<file path="config.mk">
export PLATFORM = sky130hd
export DESIGN_NAME = platform_collide_engine_flat
export DESIGN_NICKNAME = d
export VERILOG_FILES = /design/src/rtl/platform_collide_engine_pkg.sv /design/src/rtl/platform_collide_engine_if.sv /design/src/rtl/platform_collide_engine_rom.sv /design/src/rtl/platform_collide_engine.sv /design/src/flat_wrapper.sv
export SDC_FILE = /design/constraint.sdc
export NUM_CORES = 1
export LEC_CHECK = 0
export CORE_ASPECT_RATIO = 1.1
export CORE_UTILIZATION = 45
export CTS_CLUSTER_DIAMETER = 150
export DETAILED_ROUTE_END_ITERATION = 8
export HOLD_SLACK_MARGIN = 0.08
export PLACE_DENSITY = 0.72
export SLEW_MARGIN = 25
export SYNTH_ARGS = -nofsm -noshare
export SYNTH_HDL_FRONTEND = slang
export SYNTH_SLANG_ARGS = --single-unit
</file>
<file path="constraint.sdc">
create_clock -name Clk -period 3.9 [get_ports Clk]
set_input_delay 1.17 -clock Clk [delete_from_list [all_inputs] [get_ports Clk]]
set_output_delay 1.17 -clock Clk [all_outputs]
set_load 0.01 [all_outputs]
</file>
<file path="src/rtl/platform_collide_engine_pkg.sv">
// Shared types, constants and contact evaluation for the platform collision engine.
// The screen 0 platform table lives here; other screens are not populated yet.
package platform_collide_engine_pkg;

  localparam int unsigned COORD_W       = 10;
  localparam int unsigned MAX_PLAT      = 8;
  localparam int unsigned IDX_W         = $clog2(MAX_PLAT);
  localparam int unsigned NUM_SCREENS   = 4;
  localparam int unsigned SEL_W         = 2;
  localparam int unsigned EDGE_W        = COORD_W + 2;
  localparam int          V_MARGIN      = 5;
  localparam int          H_MARGIN      = 2;
  localparam int          SCREEN_TOP    = 5;
  localparam int          SCREEN_BOTTOM = 470;

  typedef logic signed [EDGE_W-1:0] edge_t;

  typedef struct packed {
    logic               valid;
    logic [COORD_W-1:0] x_min;
    logic [COORD_W-1:0] x_max;
    logic [COORD_W-1:0] y_min;
    logic [COORD_W-1:0] y_max;
  } plat_t;

  typedef struct packed {
    logic bottom;
    logic top;
    logic left;
    logic right;
  } contact_t;

  typedef enum logic [1:0] {
    S_IDLE,
    S_SCAN,
    S_DRAIN,
    S_DONE
  } state_t;

  function automatic edge_t to_edge(input logic [COORD_W-1:0] v);
    return edge_t'({2'b00, v});
  endfunction

  function automatic plat_t mk_plat(input int unsigned x0, input int unsigned x1,
                                    input int unsigned y0, input int unsigned y1);
    plat_t p;
    p.valid = 1'b1;
    p.x_min = COORD_W'(x0);
    p.x_max = COORD_W'(x1);
    p.y_min = COORD_W'(y0);
    p.y_max = COORD_W'(y1);
    return p;
  endfunction

  function automatic plat_t screen0_entry(input logic [IDX_W-1:0] idx);
    plat_t p;
    p = '0;
    case (idx)
      IDX_W'(0): p = mk_plat(0, 639, 407, 479);
      IDX_W'(1): p = mk_plat(110, 210, 240, 407);
      IDX_W'(2): p = mk_plat(432, 532, 240, 407);
      IDX_W'(3): p = mk_plat(265, 378, 80, 130);
      default:   p = '0;
    endcase
    return p;
  endfunction

  // Edges are signed so a box partly off-screen compares correctly.
  function automatic contact_t eval_contact(input plat_t p, input edge_t cl, input edge_t cr,
                                            input edge_t ct, input edge_t cb);
    edge_t    xmin, xmax, ymin, ymax;
    logic     xo, yo;
    contact_t c;
    xmin     = to_edge(p.x_min);
    xmax     = to_edge(p.x_max);
    ymin     = to_edge(p.y_min);
    ymax     = to_edge(p.y_max);
    xo       = (cr > xmin) && (cl < xmax);
    yo       = (cb > ymin) && (ct < ymax);
    c.bottom = p.valid && xo && (cb + edge_t'(V_MARGIN) >= ymin) && (ct < ymin);
    c.top    = p.valid && xo && (ct - edge_t'(V_MARGIN) <= ymax) && (cb > ymax);
    c.left   = p.valid && yo && (cl - edge_t'(H_MARGIN) <= xmax) && (cr > xmax);
    c.right  = p.valid && yo && (cr + edge_t'(H_MARGIN) >= xmin) && (cl < xmin);
    return c;
  endfunction

endpackage

</file>
<file path="src/rtl/platform_collide_engine_if.sv">
// Request/result bundle between the motion FSM and the collision engine.
interface platform_collide_engine_if;
  import platform_collide_engine_pkg::*;

  logic               start;
  logic [SEL_W-1:0]   screen_sel;
  logic [COORD_W-1:0] Char_X_Pos;
  logic [COORD_W-1:0] Char_Y_Pos;
  logic [COORD_W-1:0] Char_Size;
  logic               busy;
  logic               done;
  logic               bottom_collide;
  logic               top_collide;
  logic               left_collide;
  logic               right_collide;
  logic               ts_collide;
  logic               bs_collide;
  logic               hit_valid;
  logic [IDX_W-1:0]   hit_index;

  modport master (
    output start, screen_sel, Char_X_Pos, Char_Y_Pos, Char_Size,
    input  busy, done, bottom_collide, top_collide, left_collide, right_collide,
    input  ts_collide, bs_collide, hit_valid, hit_index
  );

  modport slave (
    input  start, screen_sel, Char_X_Pos, Char_Y_Pos, Char_Size,
    output busy, done, bottom_collide, top_collide, left_collide, right_collide,
    output ts_collide, bs_collide, hit_valid, hit_index
  );
endinterface

</file>
<file path="src/rtl/platform_collide_engine_rom.sv">
// Platform table with a one-cycle registered read, addressed by {screen, entry}.
module platform_collide_engine_rom
  import platform_collide_engine_pkg::*;
(
  input  logic             clk,
  input  logic             rst_n,
  input  logic [SEL_W-1:0] screen,
  input  logic [IDX_W-1:0] addr,
  output plat_t            data
);

  plat_t lookup;

  always_comb begin
    lookup = '0;
    if (32'(screen) < NUM_SCREENS) begin
      case (screen)
        SEL_W'(0): lookup = screen0_entry(addr);
        default:   lookup = '0;
      endcase
    end
  end

  always_ff @(posedge clk or negedge rst_n) begin
    if (!rst_n) begin
      data <= '0;
    end else begin
      data <= lookup;
    end
  end

endmodule

</file>
<file path="src/rtl/platform_collide_engine.sv">
// Frame-rate collision scan: walks one platform entry per clock, then publishes
// registered contact flags, screen-edge flags and the index of the platform stood on.
module platform_collide_engine
  import platform_collide_engine_pkg::*;
(
  input  logic                       Clk,
  input  logic                       Reset_n,
  platform_collide_engine_if.slave   bus
);

  state_t             state_q;
  logic [IDX_W-1:0]   addr_q;
  logic [IDX_W-1:0]   eval_idx_q;
  logic               eval_en_q;
  logic [SEL_W-1:0]   sel_q;
  logic [COORD_W-1:0] x_q, y_q, s_q;

  logic               acc_bottom_q, acc_top_q, acc_left_q, acc_right_q;
  logic               acc_hit_valid_q;
  logic [IDX_W-1:0]   acc_hit_idx_q;

  logic               busy_q, done_q;
  logic               bottom_q, top_q, left_q, right_q, ts_q, bs_q, hit_valid_q;
  logic [IDX_W-1:0]   hit_index_q;

  plat_t              rom_data;
  edge_t              cl, cr, ct, cb;
  contact_t           hit;
  logic               nxt_bottom, nxt_top, nxt_left, nxt_right, nxt_hit_valid;
  logic [IDX_W-1:0]   nxt_hit_idx;
  logic               ts_now, bs_now;

  platform_collide_engine_rom u_rom (
    .clk    (Clk),
    .rst_n  (Reset_n),
    .screen (sel_q),
    .addr   (addr_q),
    .data   (rom_data)
  );

  always_comb begin
    cl = to_edge(x_q) - to_edge(s_q);
    cr = to_edge(x_q) + to_edge(s_q);
    ct = to_edge(y_q) - to_edge(s_q);
    cb = to_edge(y_q) + to_edge(s_q);
  end

  // rom_data holds entry eval_idx_q only when eval_en_q is set.
  always_comb begin
    hit           = eval_en_q ? eval_contact(rom_data, cl, cr, ct, cb) : '0;
    nxt_bottom    = acc_bottom_q | hit.bottom;
    nxt_top       = acc_top_q | hit.top;
    nxt_left      = acc_left_q | hit.left;
    nxt_right     = acc_right_q | hit.right;
    nxt_hit_valid = acc_hit_valid_q | hit.bottom;
    nxt_hit_idx   = (!acc_hit_valid_q && hit.bottom) ? eval_idx_q : acc_hit_idx_q;
    ts_now        = (ct - edge_t'(V_MARGIN)) <= edge_t'(SCREEN_TOP);
    bs_now        = (cb + edge_t'(V_MARGIN)) >= edge_t'(SCREEN_BOTTOM);
  end

  always_ff @(posedge Clk or negedge Reset_n) begin
    if (!Reset_n) begin
      state_q         <= S_IDLE;
      addr_q          <= '0;
      eval_idx_q      <= '0;
      eval_en_q       <= 1'b0;
      sel_q           <= '0;
      x_q             <= '0;
      y_q             <= '0;
      s_q             <= '0;
      acc_bottom_q    <= 1'b0;
      acc_top_q       <= 1'b0;
      acc_left_q      <= 1'b0;
      acc_right_q     <= 1'b0;
      acc_hit_valid_q <= 1'b0;
      acc_hit_idx_q   <= '0;
      busy_q          <= 1'b0;
      done_q          <= 1'b0;
      bottom_q        <= 1'b0;
      top_q           <= 1'b0;
      left_q          <= 1'b0;
      right_q         <= 1'b0;
      ts_q            <= 1'b0;
      bs_q            <= 1'b0;
      hit_valid_q     <= 1'b0;
      hit_index_q     <= '0;
    end else begin
      unique case (state_q)
        S_IDLE: begin
          done_q <= 1'b0;
          if (bus.start) begin
            state_q         <= S_SCAN;
            busy_q          <= 1'b1;
            sel_q           <= bus.screen_sel;
            x_q             <= bus.Char_X_Pos;
            y_q             <= bus.Char_Y_Pos;
            s_q             <= bus.Char_Size;
            addr_q          <= '0;
            eval_en_q       <= 1'b0;
            acc_bottom_q    <= 1'b0;
            acc_top_q       <= 1'b0;
            acc_left_q      <= 1'b0;
            acc_right_q     <= 1'b0;
            acc_hit_valid_q <= 1'b0;
            acc_hit_idx_q   <= '0;
          end
        end
        S_SCAN: begin
          acc_bottom_q    <= nxt_bottom;
          acc_top_q       <= nxt_top;
          acc_left_q      <= nxt_left;
          acc_right_q     <= nxt_right;
          acc_hit_valid_q <= nxt_hit_valid;
          acc_hit_idx_q   <= nxt_hit_idx;
          eval_en_q       <= 1'b1;
          eval_idx_q      <= addr_q;
          if (addr_q == IDX_W'(MAX_PLAT - 1)) begin
            state_q <= S_DRAIN;
          end else begin
            addr_q <= addr_q + IDX_W'(1);
          end
        end
        S_DRAIN: begin
          // Last entry is folded in directly so results land with the done pulse.
          eval_en_q   <= 1'b0;
          bottom_q    <= nxt_bottom;
          top_q       <= nxt_top;
          left_q      <= nxt_left;
          right_q     <= nxt_right;
          hit_valid_q <= nxt_hit_valid;
          hit_index_q <= nxt_hit_valid ? nxt_hit_idx : '0;
          ts_q        <= ts_now;
          bs_q        <= bs_now;
          done_q      <= 1'b1;
          state_q     <= S_DONE;
        end
        S_DONE: begin
          done_q  <= 1'b0;
          busy_q  <= 1'b0;
          state_q <= S_IDLE;
        end
        default: state_q <= S_IDLE;
      endcase
    end
  end

  assign bus.busy           = busy_q;
  assign bus.done           = done_q;
  assign bus.bottom_collide = bottom_q;
  assign bus.top_collide    = top_q;
  assign bus.left_collide   = left_q;
  assign bus.right_collide  = right_q;
  assign bus.ts_collide     = ts_q;
  assign bus.bs_collide     = bs_q;
  assign bus.hit_valid      = hit_valid_q;
  assign bus.hit_index      = hit_index_q;

endmodule

</file>
<file path="src/flat_wrapper.sv">
// flat-port wrapper written by rule: the top's interface ports become plain ports
module platform_collide_engine_flat import platform_collide_engine_pkg::*;
  (Clk, Reset_n, bus_start, bus_screen_sel, bus_Char_X_Pos, bus_Char_Y_Pos, bus_Char_Size, bus_busy, bus_done, bus_bottom_collide, bus_top_collide, bus_left_collide, bus_right_collide, bus_ts_collide, bus_bs_collide, bus_hit_valid, bus_hit_index);
  platform_collide_engine_if bus_i ();
  input  logic Clk;
  input  logic Reset_n;
  input wire logic [$bits(bus_i.start)-1:0] bus_start;
  input wire logic [$bits(bus_i.screen_sel)-1:0] bus_screen_sel;
  input wire logic [$bits(bus_i.Char_X_Pos)-1:0] bus_Char_X_Pos;
  input wire logic [$bits(bus_i.Char_Y_Pos)-1:0] bus_Char_Y_Pos;
  input wire logic [$bits(bus_i.Char_Size)-1:0] bus_Char_Size;
  output wire logic [$bits(bus_i.busy)-1:0] bus_busy;
  output wire logic [$bits(bus_i.done)-1:0] bus_done;
  output wire logic [$bits(bus_i.bottom_collide)-1:0] bus_bottom_collide;
  output wire logic [$bits(bus_i.top_collide)-1:0] bus_top_collide;
  output wire logic [$bits(bus_i.left_collide)-1:0] bus_left_collide;
  output wire logic [$bits(bus_i.right_collide)-1:0] bus_right_collide;
  output wire logic [$bits(bus_i.ts_collide)-1:0] bus_ts_collide;
  output wire logic [$bits(bus_i.bs_collide)-1:0] bus_bs_collide;
  output wire logic [$bits(bus_i.hit_valid)-1:0] bus_hit_valid;
  output wire logic [$bits(bus_i.hit_index)-1:0] bus_hit_index;
  assign bus_i.start = bus_start;
  assign bus_i.screen_sel = bus_screen_sel;
  assign bus_i.Char_X_Pos = bus_Char_X_Pos;
  assign bus_i.Char_Y_Pos = bus_Char_Y_Pos;
  assign bus_i.Char_Size = bus_Char_Size;
  assign bus_busy = bus_i.busy;
  assign bus_done = bus_i.done;
  assign bus_bottom_collide = bus_i.bottom_collide;
  assign bus_top_collide = bus_i.top_collide;
  assign bus_left_collide = bus_i.left_collide;
  assign bus_right_collide = bus_i.right_collide;
  assign bus_ts_collide = bus_i.ts_collide;
  assign bus_bs_collide = bus_i.bs_collide;
  assign bus_hit_valid = bus_i.hit_valid;
  assign bus_hit_index = bus_i.hit_index;
  platform_collide_engine u_core (.Clk(Clk), .Reset_n(Reset_n), .bus(bus_i));
endmodule
</file>
After elaboration in Yosys (flattened, before gate mapping)
Index checks and enable logic that the tools add are counted.
{"block": "word_totals", "reg_bits": 102, "latchBits": 0, "mem_bits_rw": 0, "romBits": 0, "inputBits": 35, "elab_cells": 117, "mem_count": 0}
{"block": "op_classes", "addsub": 9, "multipliers": 0, "div_mod_pow": 0, "order_cmp": 14, "n_eq_ne": 10, "shifts": 0, "muxes": 22, "n_bitwise": 5, "n_reduce_logical": 28}
{"cell": "one-hot mux 41 bit (4 select lines)", "count": 1}
{"cell": "greater-than comparator 12 x 11 -> 1 bit", "count": 4}
{"cell": "< comparator 12 x 11 -> 1 bit", "count": 4}
{"cell": "2-to-1 mux 41 bit", "count": 1}
{"cell": ">= comparator 12 x 11 -> 1 bit", "count": 2}
{"cell": "<= comparator 12 x 11 -> 1 bit", "count": 2}
{"cell": "adder 10 x 10 -> 11 bit", "count": 2}
{"cell": "subtractor 10 x 10 -> 11 bit", "count": 2}
{"cell": "one-hot mux 1 bit (2 select lines)", "count": 7}
{"cell": "logical AND 1 bit", "count": 13}
{"cell": "adder 12 x 3 -> 12 bit, second input constant", "count": 1}
{"cell": "adder 12 x 4 -> 12 bit, second input constant", "count": 1}
{"cell": ">= comparator 12 x 10 -> 1 bit, second input constant", "count": 1}
{"cell": "<= comparator 12 x 4 -> 1 bit, second input constant", "count": 1}
{"cell": "2-to-1 mux 3 bit", "count": 4}
{"cell": "one-hot mux 3 bit (2 select lines)", "count": 2}
{"cell": "subtractor 12 x 3 -> 12 bit, second input constant", "count": 1}
{"cell": "subtractor 12 x 4 -> 12 bit, second input constant", "count": 1}
{"cell": "AND reduction 2 bit", "count": 5}
{"cell": "one-hot mux 2 bit (4 select lines)", "count": 1}
{"cell": "== test 3 x 2 -> 1 bit, second input constant", "count": 2}
{"cell": "nonzero test 2 bit", "count": 3}
{"cell": "bitwise OR 1 bit", "count": 5}
{"cell": "== test 2 bit, second input constant", "count": 2}
{"cell": "other kinds (16)", "count": 20}

Depth between registers and ports, before layout
Gate-level depths: netlist of run 1.
{"block": "depth", "word_depth": 10, "depth_mapped": 20}

Hierarchy
From an unflattened synthesis of run 1, not the netlist that was laid out.
{"block": "hier_totals", "cells_unflattened": 993, "area_unflattened_um2": 8779.7}
{"module": "platform_collide_engine", "instances": 1, "cells_per_inst": 932, "area_each_um2": 8126.5, "seq_area_each_um2": 1526.5}
{"module": "platform_collide_engine_rom", "instances": 1, "cells_per_inst": 61, "area_each_um2": 653.1, "seq_area_each_um2": 325.3}

Worst setup path before layout of run 1
Ideal clock, no wire load.
{"block": "synth_timing", "kind": "reg2reg", "startpoint": "register u_core.s_q[1]", "endpoint": "register u_core.top_q (netlist: u_core.bus.top_collide)", "setup_ps": 137, "arrival_ps": 3924, "t_required_ps": 3763, "setup_slack_ps": -161, "stages_incl_launch_ff": 17, "n_path_buf": 0, "cell_sequence": "dfrtp_1 -> inv_1 -> fa_1 -> a21o_1 -> a21oi_2 -> xnor2_2 -> or4b_1 -> xnor2_1 -> ha_1 -> a211o_1 -> a21oi_1 -> a21o_1 -> a311oi_2 -> a2111oi_1 -> or3_1 -> a31oi_1 -> a21oi_1"}
{"block": "synth_via", "elab_chain_cells": 8, "word_cells_on_any_way": 15, "cone_classes": "add/sub: 5; order compare: 4; mux: 1; bitwise: 1; reduce/logical: 4"}
{"item": "start: declaration", "line": "platform_collide_engine.sv:16", "source": "logic [COORD_W-1:0] x_q, y_q, s_q;"}
{"item": "start signal: assignment", "line": "platform_collide_engine.sv:97", "source": "s_q <= bus.Char_Size;"}
{"item": "branches (longest 5 deep; another with subtractor 12 x 4 -> 12 bit)"}
{"item": "logical AND 1 bit *", "line": "platform_collide_engine_pkg.sv:81", "source": "c.top = p.valid && xo && (ct - edge_t'(V_MARGIN) <= ymax) && (cb > ymax);"}
{"item": "2-to-1 mux 4 bit *", "line": "platform_collide_engine.sv:50", "source": "hit = eval_en_q ? eval_contact(rom_data, cl, cr, ct, cb) : '0;"}
{"item": "bitwise OR 1 bit *", "line": "platform_collide_engine.sv:52", "source": "nxt_top = acc_top_q | hit.top;"}
{"item": "end signal: assignment", "line": "platform_collide_engine.sv:127", "source": "top_q <= nxt_top;"}
{"item": "end: declaration", "line": "platform_collide_engine.sv:23", "source": "logic bottom_q, top_q, left_q, right_q, ts_q, bs_q, hit_valid_q;"}
Every way passes the cells marked *.
A chain may end at the register's enable or synchronous reset.

Worst setup path in the final report of run 1
{"block": "layout_timing", "startpoint": "register u_core.s_q[0]", "endpoint": "register u_core.acc_top_q"}
{"block": "layout_via", "elab_chain_cells": 9, "word_cells_on_any_way": 16, "cone_classes": "add/sub: 5; order compare: 4; mux: 2; bitwise: 1; reduce/logical: 4"}
{"item": "branches (longest 5 deep; another with subtractor 12 x 4 -> 12 bit)"}
{"item": "logical AND 1 bit *", "line": "platform_collide_engine_pkg.sv:81"}
{"item": "2-to-1 mux 4 bit *", "line": "platform_collide_engine.sv:50"}
{"item": "bitwise OR 1 bit *", "line": "platform_collide_engine.sv:52"}
{"item": "one-hot mux 1 bit (2 select lines) *", "line": "platform_collide_engine.sv:88", "source": "unique case (state_q)"}
{"item": "end signal: assignment", "line": "platform_collide_engine.sv:110", "source": "acc_top_q <= nxt_top;"}
{"item": "end: declaration", "line": "platform_collide_engine.sv:18", "source": "logic acc_bottom_q, acc_top_q, acc_left_q, acc_right_q;"}
Marks and branches as above.

==> results of run 1 <==
-- cells by family after synthesis --
logic type | count (synthesis) | share of synthesized area (%)
simple gates | 264 | 16.4
compound gates | 226 | 19.2
fa+ha+maj | 164 | 25.8
buf+inv | 94 | 4.59
flops | 74 | 22.9
xor+xnor | 46 | 5.08
mux | 43 | 5.92
-- registers in the layout, summed over array words and instances, names as in the netlist, 2 cells and up --
register	flops
u_core.state_q	2
u_core.s_q	10
u_core.bus.hit_index	3
u_core.addr_q	3
u_core.x_q	10
u_core.y_q	10
u_core.u_rom.data	13
u_core.eval_idx_q	3
u_core.acc_hit_idx_q	3
u_core.sel_q	2
-- cells in the mapped netlist (all sizes together), types with 5 or more instances --
cell type / count / area [um^2]
a211o: 8 / 70.1
nand2: 55 / 206
nor3: 19 / 95.1
nand3: 26 / 130
mux2: 38 / 428
dfrtp: 74 / 1850
a31oi: 16 / 100
mux2i: 5 / 50.1
a21oi: 55 / 279
nor2b: 28 / 175
xnor2: 35 / 314
xor2: 11 / 96.3
nor3b: 5 / 37.5
clkbuf: 18 / 67.6
o21ai: 38 / 190
o21a: 13 / 97.6
a21o: 14 / 105
o211ai: 8 / 60.1
nor2: 71 / 267
a211oi: 16 / 125
ha: 160 / 2000
o31ai: 9 / 67.6
buf: 5 / 36.3
nand2b: 17 / 106
nor4: 7 / 43.8
nand4: 10 / 62.6
inv: 71 / 267
-- critical path, stage by stage, from the launching register on --
cell       delay, ns
dfrtp_1         0.41
ha_2            0.21
inv_2           0.04
fa_2            0.36
a21o_1          0.19
a21oi_2         0.17
xnor2_2         0.12
or4b_4          0.53
xnor2_2         0.15
ha_1            0.32
a211o_1         0.28
a21oi_1         0.13
a21o_1          0.14
a311oi_2        0.11
a2111oi_2       0.41
or3_4           0.21
a31oi_4         0.08
nor3_2          0.18
-- metrics by stage --
step | instance area, um^2 | hold WS (ns) | worst slack [ns]
3_5_place_dp | 9700 | 0.509 | -0.236
6_report | 10700 | 0.525 | -0.201
3_3_place_gp | 9700 | 0.501 | -0.131
2_1_floorplan | 8090 | 0.481 | 0.0277
5_1_grt | 10700 | 0.544 | -0.319
4_1_cts | 10200 | 0.526 | -0.112
-- how the worst max path moves through the flow --
stage	end	slack, ns
floorplan	u_core.bus.top_collide$_DFFE_PN0P_	0.03
global placement	u_core.acc_hit_idx_q[0]$_DFFE_PN0P_	-0.13
detailed placement	u_core.acc_hit_idx_q[0]$_DFFE_PN0P_	-0.24
CTS	u_core.acc_top_q$_DFFE_PN0P_	-0.11
global route	u_core.acc_hit_idx_q[0]$_DFFE_PN0P_	-0.32
finish	u_core.acc_top_q$_DFFE_PN0P_	-0.20
-- cell type report --
cell class                      count  area share, %
Tap cell                          238           2.79
Timing Repair Buffer              189           14.5
Clock buffer                        9           2.11
Multi-Input combinational cell    743           59.9
Clock inverter                      7          0.809
Sequential cell                    74           17.4
Inverter                           71           2.50
-- metal layers --
| layer | routed length, um | vias up |
|---|---|---|
| li1 | - | 3690 |
| met5 | 0 | - |
| met4 | 595 | 0 |
| met3 | 1010 | 42 |
| met2 | 10700 | 185 |
| met1 | 10200 | 3507 |
-- what timing repair did --
action,4_1_cts,5_1_grt
pin swaps,19,73
setup buffers,4,14
gates resized for setup,30,85
hold endpoints to repair,0,0
setup endpoints to repair,16,16
==> results_dict.tcl, run 1 <==
set metrics [dict create \
    syn_area_um2 8070 \
    drcViolationCount 0 \
    drv_slew 0 \
    holdBufCountCts 0 \
    die_h_um 142 \
    synth_edf_count 0 \
    worstPathRequired_ns 4.18 \
    drt-total-wl_um 22500 \
    worstSetupPathType "flip-flop to flip-flop" \
    grt.met2_usage_pct 39.8 \
    final_hold_viol_count 0 \
    die_w_um 130 \
    dieArea_um2 18500 \
    fin_crit_ns 4.10 \
    clock-sinks 74 \
    grtUsageMet3_pct 3.65 \
    grt_pass1_wl_um 35300 \
    hp-start "u_core.acc_hit_idx_q[1]$_DFFE_PN0P_" \
    cp.arrival_ns 4.38 \
    worstHoldPathCells 1 \
    drt_iter0_drc 417 \
    synth_ff_type "dfrtp_1" \
    grt_max_degree 75 \
    rsz0062_at_grt "true" \
    drv_cap 0 \
    avgSynthCellArea_um2 8.86 \
    cts_buffers 9 \
    cts_max_level 3 \
    crit_path_start_kind "flip-flop" \
    grt-ovfl-total 0 \
    synth-seq-cells 74 \
    via_per_inst 5.58 \
    multiInputGateArea_um2 6390 \
    start_util_pct 45.8 \
    post-route-util_pct 60.6 \
    status "finished, violations left" \
    r2r-end "u_core.acc_top_q$_DFFE_PN0P_" \
    synthCells 911 \
    max_freq_ghz 0.244 \
    path_max_fanout 4 \
    startpoint "u_core.s_q[0]$_DFFE_PN0P_" \
    met1_usage_pct 32.8 \
    fill_cells 1477 \
    rr_worst_depth 17 \
    synth_cell_type_count 72 \
    timing.final.crit_share_pct 105 \
    hp-class "flip-flop to flip-flop" \
    final-seq-area_um2 1850 \
    slew_headroom_pct 44.8 \
    seq_area_frac_synth_pct 22.9 \
    synth_async_sr_flop_share_pct 100 \
    antenna_left 0 \
    core_area_um2 17600 \
    grt_pass1_vias 7112 \
    nets 1287 \
    worstReg2RegStart "u_core.s_q[0]$_DFFE_PN0P_" \
    stdcell_count 1331 \
    layout_common_cells "ha_1, buf_4, dfrtp_1, nor2_1, inv_1" \
    clk_path_buf_depth 2 \
    violations "setup timing" \
    finalSetupViolCount 12 \
    cp-end-kind "flip-flop" \
    area_growth_pct 32.2 \
    hold_end "u_core.acc_hit_idx_q[1]$_DFFE_PN0P_" \
    place_inst 1300 \
    core.rowCount 51 \
    antenna_found_initial 0 \
    r2r_slack_ns -0.20 \
    clock_skew_ns 0.0105 \
    clk_latency_ns 0.35 \
    first_pass_iters 5 \
    cts_tree "done" \
    io_buffers 46 \
    drive_gt1_share_pct 27.5 \
    busiest_layer "met2" \
    grt_use_total_pct 24.5 \
    fin_setup_tns_ns -0.867 \
    worst_slew_pin_slew_ns 0.828 \
    synth_nets 1110 \
    layout_commonest_cell "ha_1" \
    io_pins 47 \
    path_clk_slew_ns 0.07 \
    routabilityCongestion 0.902 \
    hpwl_um 17000 \
    diodes 0 \
    avgRoutedWirePerCell_um 16.9 \
    yosysWarnings 0 \
    setup_slack_ns -0.201 \
    dr_total_vias 7424 \
    cts-root-buf "clkbuf_16" \
]
Power of run 1 is left out: the tool's default activity adds up to more than one toggle a clock period on the data nets, which glitch-free logic cannot reach.
==> inputs of run 2 (changes only) <==
Settings changed: SLEW_MARGIN 25 to 20.
==> results_dict.tcl, run 2 (same netlist as run 1, synthesis figures left out) <==
set metrics [dict create \
    drv_slew 0 \
    grt-ovfl-total 0 \
    dpl_cell_area_um2 9700 \
    status "finished, violations left" \
    antenna_found_initial 0 \
    worstPathRequired_ns 4.18 \
    die_w_um 130 \
    hp-class "flip-flop to flip-flop" \
    first_pass_iters 5 \
    drive_gt1_share_pct 27.5 \
    regMostFlops "u_core.u_rom.data" \
    nets 1287 \
    start_util_pct 45.8 \
    finalSetupViolCount 12 \
    path_clk_slew_ns 0.07 \
    drt_iter0_drc 417 \
    crit_chain "ha_2 -> inv_2 -> fa_2 -> a21o_1 -> a21oi_2 -> xnor2_2 -> or4b_4 -> xnor2_2 -> ha_1 -> a211o_1 -> a21oi_1 -> a21o_1 -> a311oi_2 -> a2111oi_2 -> or3_4 -> a31oi_4 -> nor3_2" \
    hpwl_um 17000 \
    drcViolationCount 0 \
    layout_commonest_cell "ha_1" \
    antenna_left 0 \
    dr_total_vias 7424 \
    io_pins 47 \
    drt-total-wl_um 22500 \
    diodes 0 \
    worstSetupPathType "flip-flop to flip-flop" \
    grt_use_total_pct 24.5 \
    multiInputGateArea_um2 6390 \
    core.rowCount 51 \
    violations "setup timing" \
    core_area_um2 17600 \
    rsz0062_at_grt "true" \
    clk_latency_ns 0.35 \
    rr_worst_depth 17 \
    final_hold_viol_count 0 \
    worstHoldPathCells 1 \
    worst_slew_pin_slew_ns 0.949 \
    clock-sinks 74 \
    crit_path_start_kind "flip-flop" \
    avgRoutedWirePerCell_um 16.9 \
    max_freq_ghz 0.244 \
    crit_slowest_cell "or4b_4" \
    max_stage_delay_ns 0.53 \
    fill_cells 1479 \
    final-seq-area_um2 1850 \
    cp-end-kind "flip-flop" \
    timing.final.crit_share_pct 105 \
    fin_crit_ns 4.10 \
    design_area_um2 10700 \
    clk_path_buf_depth 2 \
    grt_pass1_vias 7112 \
    clock_skew_ns 0.0105 \
    layout_common_cells "ha_1, buf_4, dfrtp_1, nor2_1, inv_1" \
    cts_max_level 3 \
    routabilityCongestion 0.902 \
    holdBufCountCts 0 \
    drv_cap 0 \
    via_per_inst 5.58 \
    io_buffers 46 \
    cts-root-buf "clkbuf_16" \
    grt_max_degree 75 \
    area_growth_pct 32.1 \
    cts_tree "done" \
    largest_reg_flops 13 \
    setup_slack_ns -0.198 \
    slew_headroom_pct 36.8 \
    path_max_fanout 4 \
    cp.arrival_ns 4.38 \
    grt_pass1_wl_um 35300 \
    die_h_um 142 \
    cts_buffers 9 \
    dieArea_um2 18500 \
]
==> run 2: cell counts in the layout (fill, tap and decap cells not counted) <==
No cell type changed its count.
==> run 2: layout make-up <==
class / instances / share of cell area [%]
multi-input combinational: 743 / 59.9
sequential: 74 / 17.4
timing repair buffer: 189 / 14.5
tap: 238 / 2.79
inverter: 71 / 2.50
clock buffer: 9 / 2.11
clock inverter: 7 / 0.809
==> run 2: metrics by stage <==
| step | setup slack [ns] | util [%] | TNS, ns | hold slack (ns) | cells |
|---|---|---|---|---|---|
| finish | -0.198 | 60.6 | -0.873 | 0.525 | 1331 |
| global route | -0.319 | 60.6 | -3.83 | 0.544 | 1331 |
| CTS | -0.112 | 57.8 | -0.367 | 0.526 | 1320 |
| detailed placement | -0.236 | 55.1 | -2.30 | 0.509 | 1300 |
| global placement | -0.131 | 55.1 | -0.973 | 0.501 | 1300 |
| floorplan | 0.0277 | - | 0 | 0.481 | 911 |
==> run 2: critical path, delay by kind of cell, from the launching register on <==
family                     cells  cell delay (ns)
xor gates and xnor gates       2             0.27
adders and majority gates      3             0.89
buffers and inverters          1             0.04
DFF                            1             0.41
AOI/OAI and AO/OA              8             1.51
and+or+nand+nor                3             0.92
==> run 2: worst paths after layout <==
path                                                startpoint                                   to  slack (ns)
setup / recovery                     u_core.s_q[0]$_DFFE_PN0P_         u_core.acc_top_q$_DFFE_PN0P_       -0.20
hold / removal             u_core.acc_hit_idx_q[1]$_DFFE_PN0P_  u_core.acc_hit_idx_q[1]$_DFFE_PN0P_        0.53
setup reg to reg                     u_core.s_q[0]$_DFFE_PN0P_         u_core.acc_top_q$_DFFE_PN0P_       -0.20
hold reg to reg            u_core.acc_hit_idx_q[1]$_DFFE_PN0P_  u_core.acc_hit_idx_q[1]$_DFFE_PN0P_        0.53
max in group asynchronous                              Reset_n            u_core.s_q[1]$_DFFE_PN0P_        2.25
min in group asynchronous                              Reset_n  u_core.bus.hit_index[1]$_DFFE_PN0P_        0.96
==> run 2: timing repair <==
action	in CTS	in global routing
resized for setup	30	85
pin swaps	19	73
setup buffers	4	14
setup endpoints to repair	16	16
==> run 2: metal layers <==
layer | share of wire (%) | up-vias | track usage (%)
met5 | 0 | - | 0
met4 | 2.6 | 0 | 9.12
met3 | 4.2 | 42 | 3.65
met2 | 47 | 177 | 39.8
met1 | 46 | 3515 | 32.8
li1 | - | 3690 | -
Power of run 2 is left out for the same reason.
==> inputs of run 3 (changes only) <==
Settings changed: PLACE_DENSITY 0.72 to 0.7.
Clock period 3.9 ns to 4.1 ns, I/O delays scaled along.
==> results_dict.tcl, run 3 (same netlist as run 1, synthesis figures left out) <==
set metrics [dict create \
    io_pins 47 \
    status "finished, violations left" \
    final-seq-area_um2 1850 \
    hp-class "flip-flop to flip-flop" \
    finalSetupViolCount 1 \
    antenna_left 0 \
    area_growth_pct 25.0 \
    multiInputGateArea_um2 6210 \
    cts_max_level 3 \
    via_per_inst 5.60 \
    clock-sinks 74 \
    path_max_fanout 5 \
    grt_pass1_wl_um 34000 \
    layout_commonest_cell "ha_1" \
    drive_gt1_share_pct 21.7 \
    regMostFlops "u_core.u_rom.data" \
    nets 1238 \
    layout_common_cells "ha_1, buf_4, dfrtp_1, nor2_1, inv_1" \
    fill_cells 1591 \
    slew_headroom_pct 36.1 \
    start_util_pct 45.8 \
    first_pass_iters 5 \
    hpwl_um 16500 \
    fin_crit_ns 4.12 \
    clk_latency_ns 0.35 \
    clk_path_buf_depth 2 \
    crit_path_start_kind "flip-flop" \
    drv_cap 0 \
    final_hold_viol_count 0 \
    largest_reg_flops 13 \
    drt_iter0_drc 458 \
    cp-end-kind "flip-flop" \
    dr_total_vias 7166 \
    worst_slew_pin_slew_ns 0.958 \
    clock_skew_ns 0.00501 \
    setup_slack_ns -0.0171 \
    grt_use_total_pct 23.7 \
    design_area_um2 10100 \
    drt-total-wl_um 21700 \
    drcViolationCount 0 \
    io_buffers 46 \
    path_clk_slew_ns 0.06 \
    timing.final.crit_share_pct 100 \
    cp.arrival_ns 4.31 \
    grt_max_degree 75 \
    max_freq_ghz 0.243 \
    drv_slew 0 \
    rsz0062_at_grt "true" \
    dieArea_um2 18500 \
    core_area_um2 17600 \
    violations "setup timing" \
    core.rowCount 51 \
    grt-ovfl-total 0 \
    routabilityCongestion 0.914 \
    avgRoutedWirePerCell_um 17.0 \
    cts_tree "done" \
    cts-root-buf "clkbuf_16" \
    antenna_found_initial 0 \
    die_w_um 130 \
    die_h_um 142 \
    diodes 0 \
    dpl_cell_area_um2 9380 \
    worstPathRequired_ns 4.30 \
    grt_pass1_vias 6717 \
    cts_buffers 9 \
    fin_setup_tns_ns -0.0171 \
    worstSetupPathType "flip-flop to flip-flop" \
]
run 3: stage by stage:
| step | setup WS [ns] | hold WS, ns | utilization (%) | cells |
|---|---|---|---|---|
| after global routing | -0.265 | 0.542 | 57.3 | 1280 |
| after CTS | 0.00968 | 0.521 | 55.0 | 1273 |
| after floorplan | 0.0389 | 0.481 | - | 911 |
| after detailed placement | -0.123 | 0.503 | 53.2 | 1259 |
| after global placement | -0.131 | 0.499 | 53.2 | 1259 |
| final | -0.0171 | 0.516 | 57.3 | 1280 |
run 3: metal layers:
layer / wire, um / part of all wire, % / track usage [%] / vias up
met5: 0 / 0 / 0 / -
met4: 382 / 1.8 / 6.67 / 0
met3: 1040 / 4.8 / 3.53 / 30
met2: 10200 / 47 / 38.6 / 173
met1: 10100 / 46 / 32.3 / 3386
li1: - / - / - / 3577
run 3: path summary, 6_finish.rpt:
check,startpoint,endpoint,slack (ns),cells past startpoint
max in group asynchronous,Reset_n,u_core.x_q[0]$_DFFE_PN0P_,2.44,1
worst max register to register,u_core.y_q[4]$_DFFE_PN0P_,u_core.bus.top_collide$_DFFE_PN0P_,-0.02,19
worst min-delay path,u_core.bus.done$_DFFE_PN0P_,u_core.bus.done$_DFFE_PN0P_,0.52,1
worst min register to register,u_core.bus.done$_DFFE_PN0P_,u_core.bus.done$_DFFE_PN0P_,0.52,1
min in group asynchronous,Reset_n,u_core.bus.hit_index[1]$_DFFE_PN0P_,1.02,1
worst max-delay path,u_core.y_q[4]$_DFFE_PN0P_,u_core.bus.top_collide$_DFFE_PN0P_,-0.02,19
run 3: cell type report:
cell class / count / area share (%)
timing repair buffer: 140 / 11.6
sequential: 74 / 18.4
clock inverter: 4 / 0.521
multi-input combinational: 743 / 61.6
clock buffer: 10 / 2.37
inverter: 71 / 2.64
tap: 238 / 2.95
run 3: critical path: stages, from the launching register on:
cell and delay [ns]:
dfrtp_1 0.40, ha_1 0.38, buf_4 0.17, inv_1 0.10, a2111o_1 0.39, o311ai_4 0.09
buf_4 0.18, nor4_2 0.04, buf_4 0.16, xor2_2 0.15, ha_1 0.29, a21o_1 0.13
a211o_1 0.14, a21oi_1 0.04, a21o_1 0.18, a311oi_2 0.38, a211oi_1 0.08, or3_1 0.40
a31oi_2 0.20, a21oi_1 0.09
run 3: repair_timing:
item | in CTS | in global routing
hold buffers | 0 | 0
resized for setup | 4 | 72
buffers inserted | 0 | 7
cloned | 0 | 0
setup endpoints to repair | 12 | 16
pin swaps | 6 | 42
Power of run 3 is left out for the same reason.
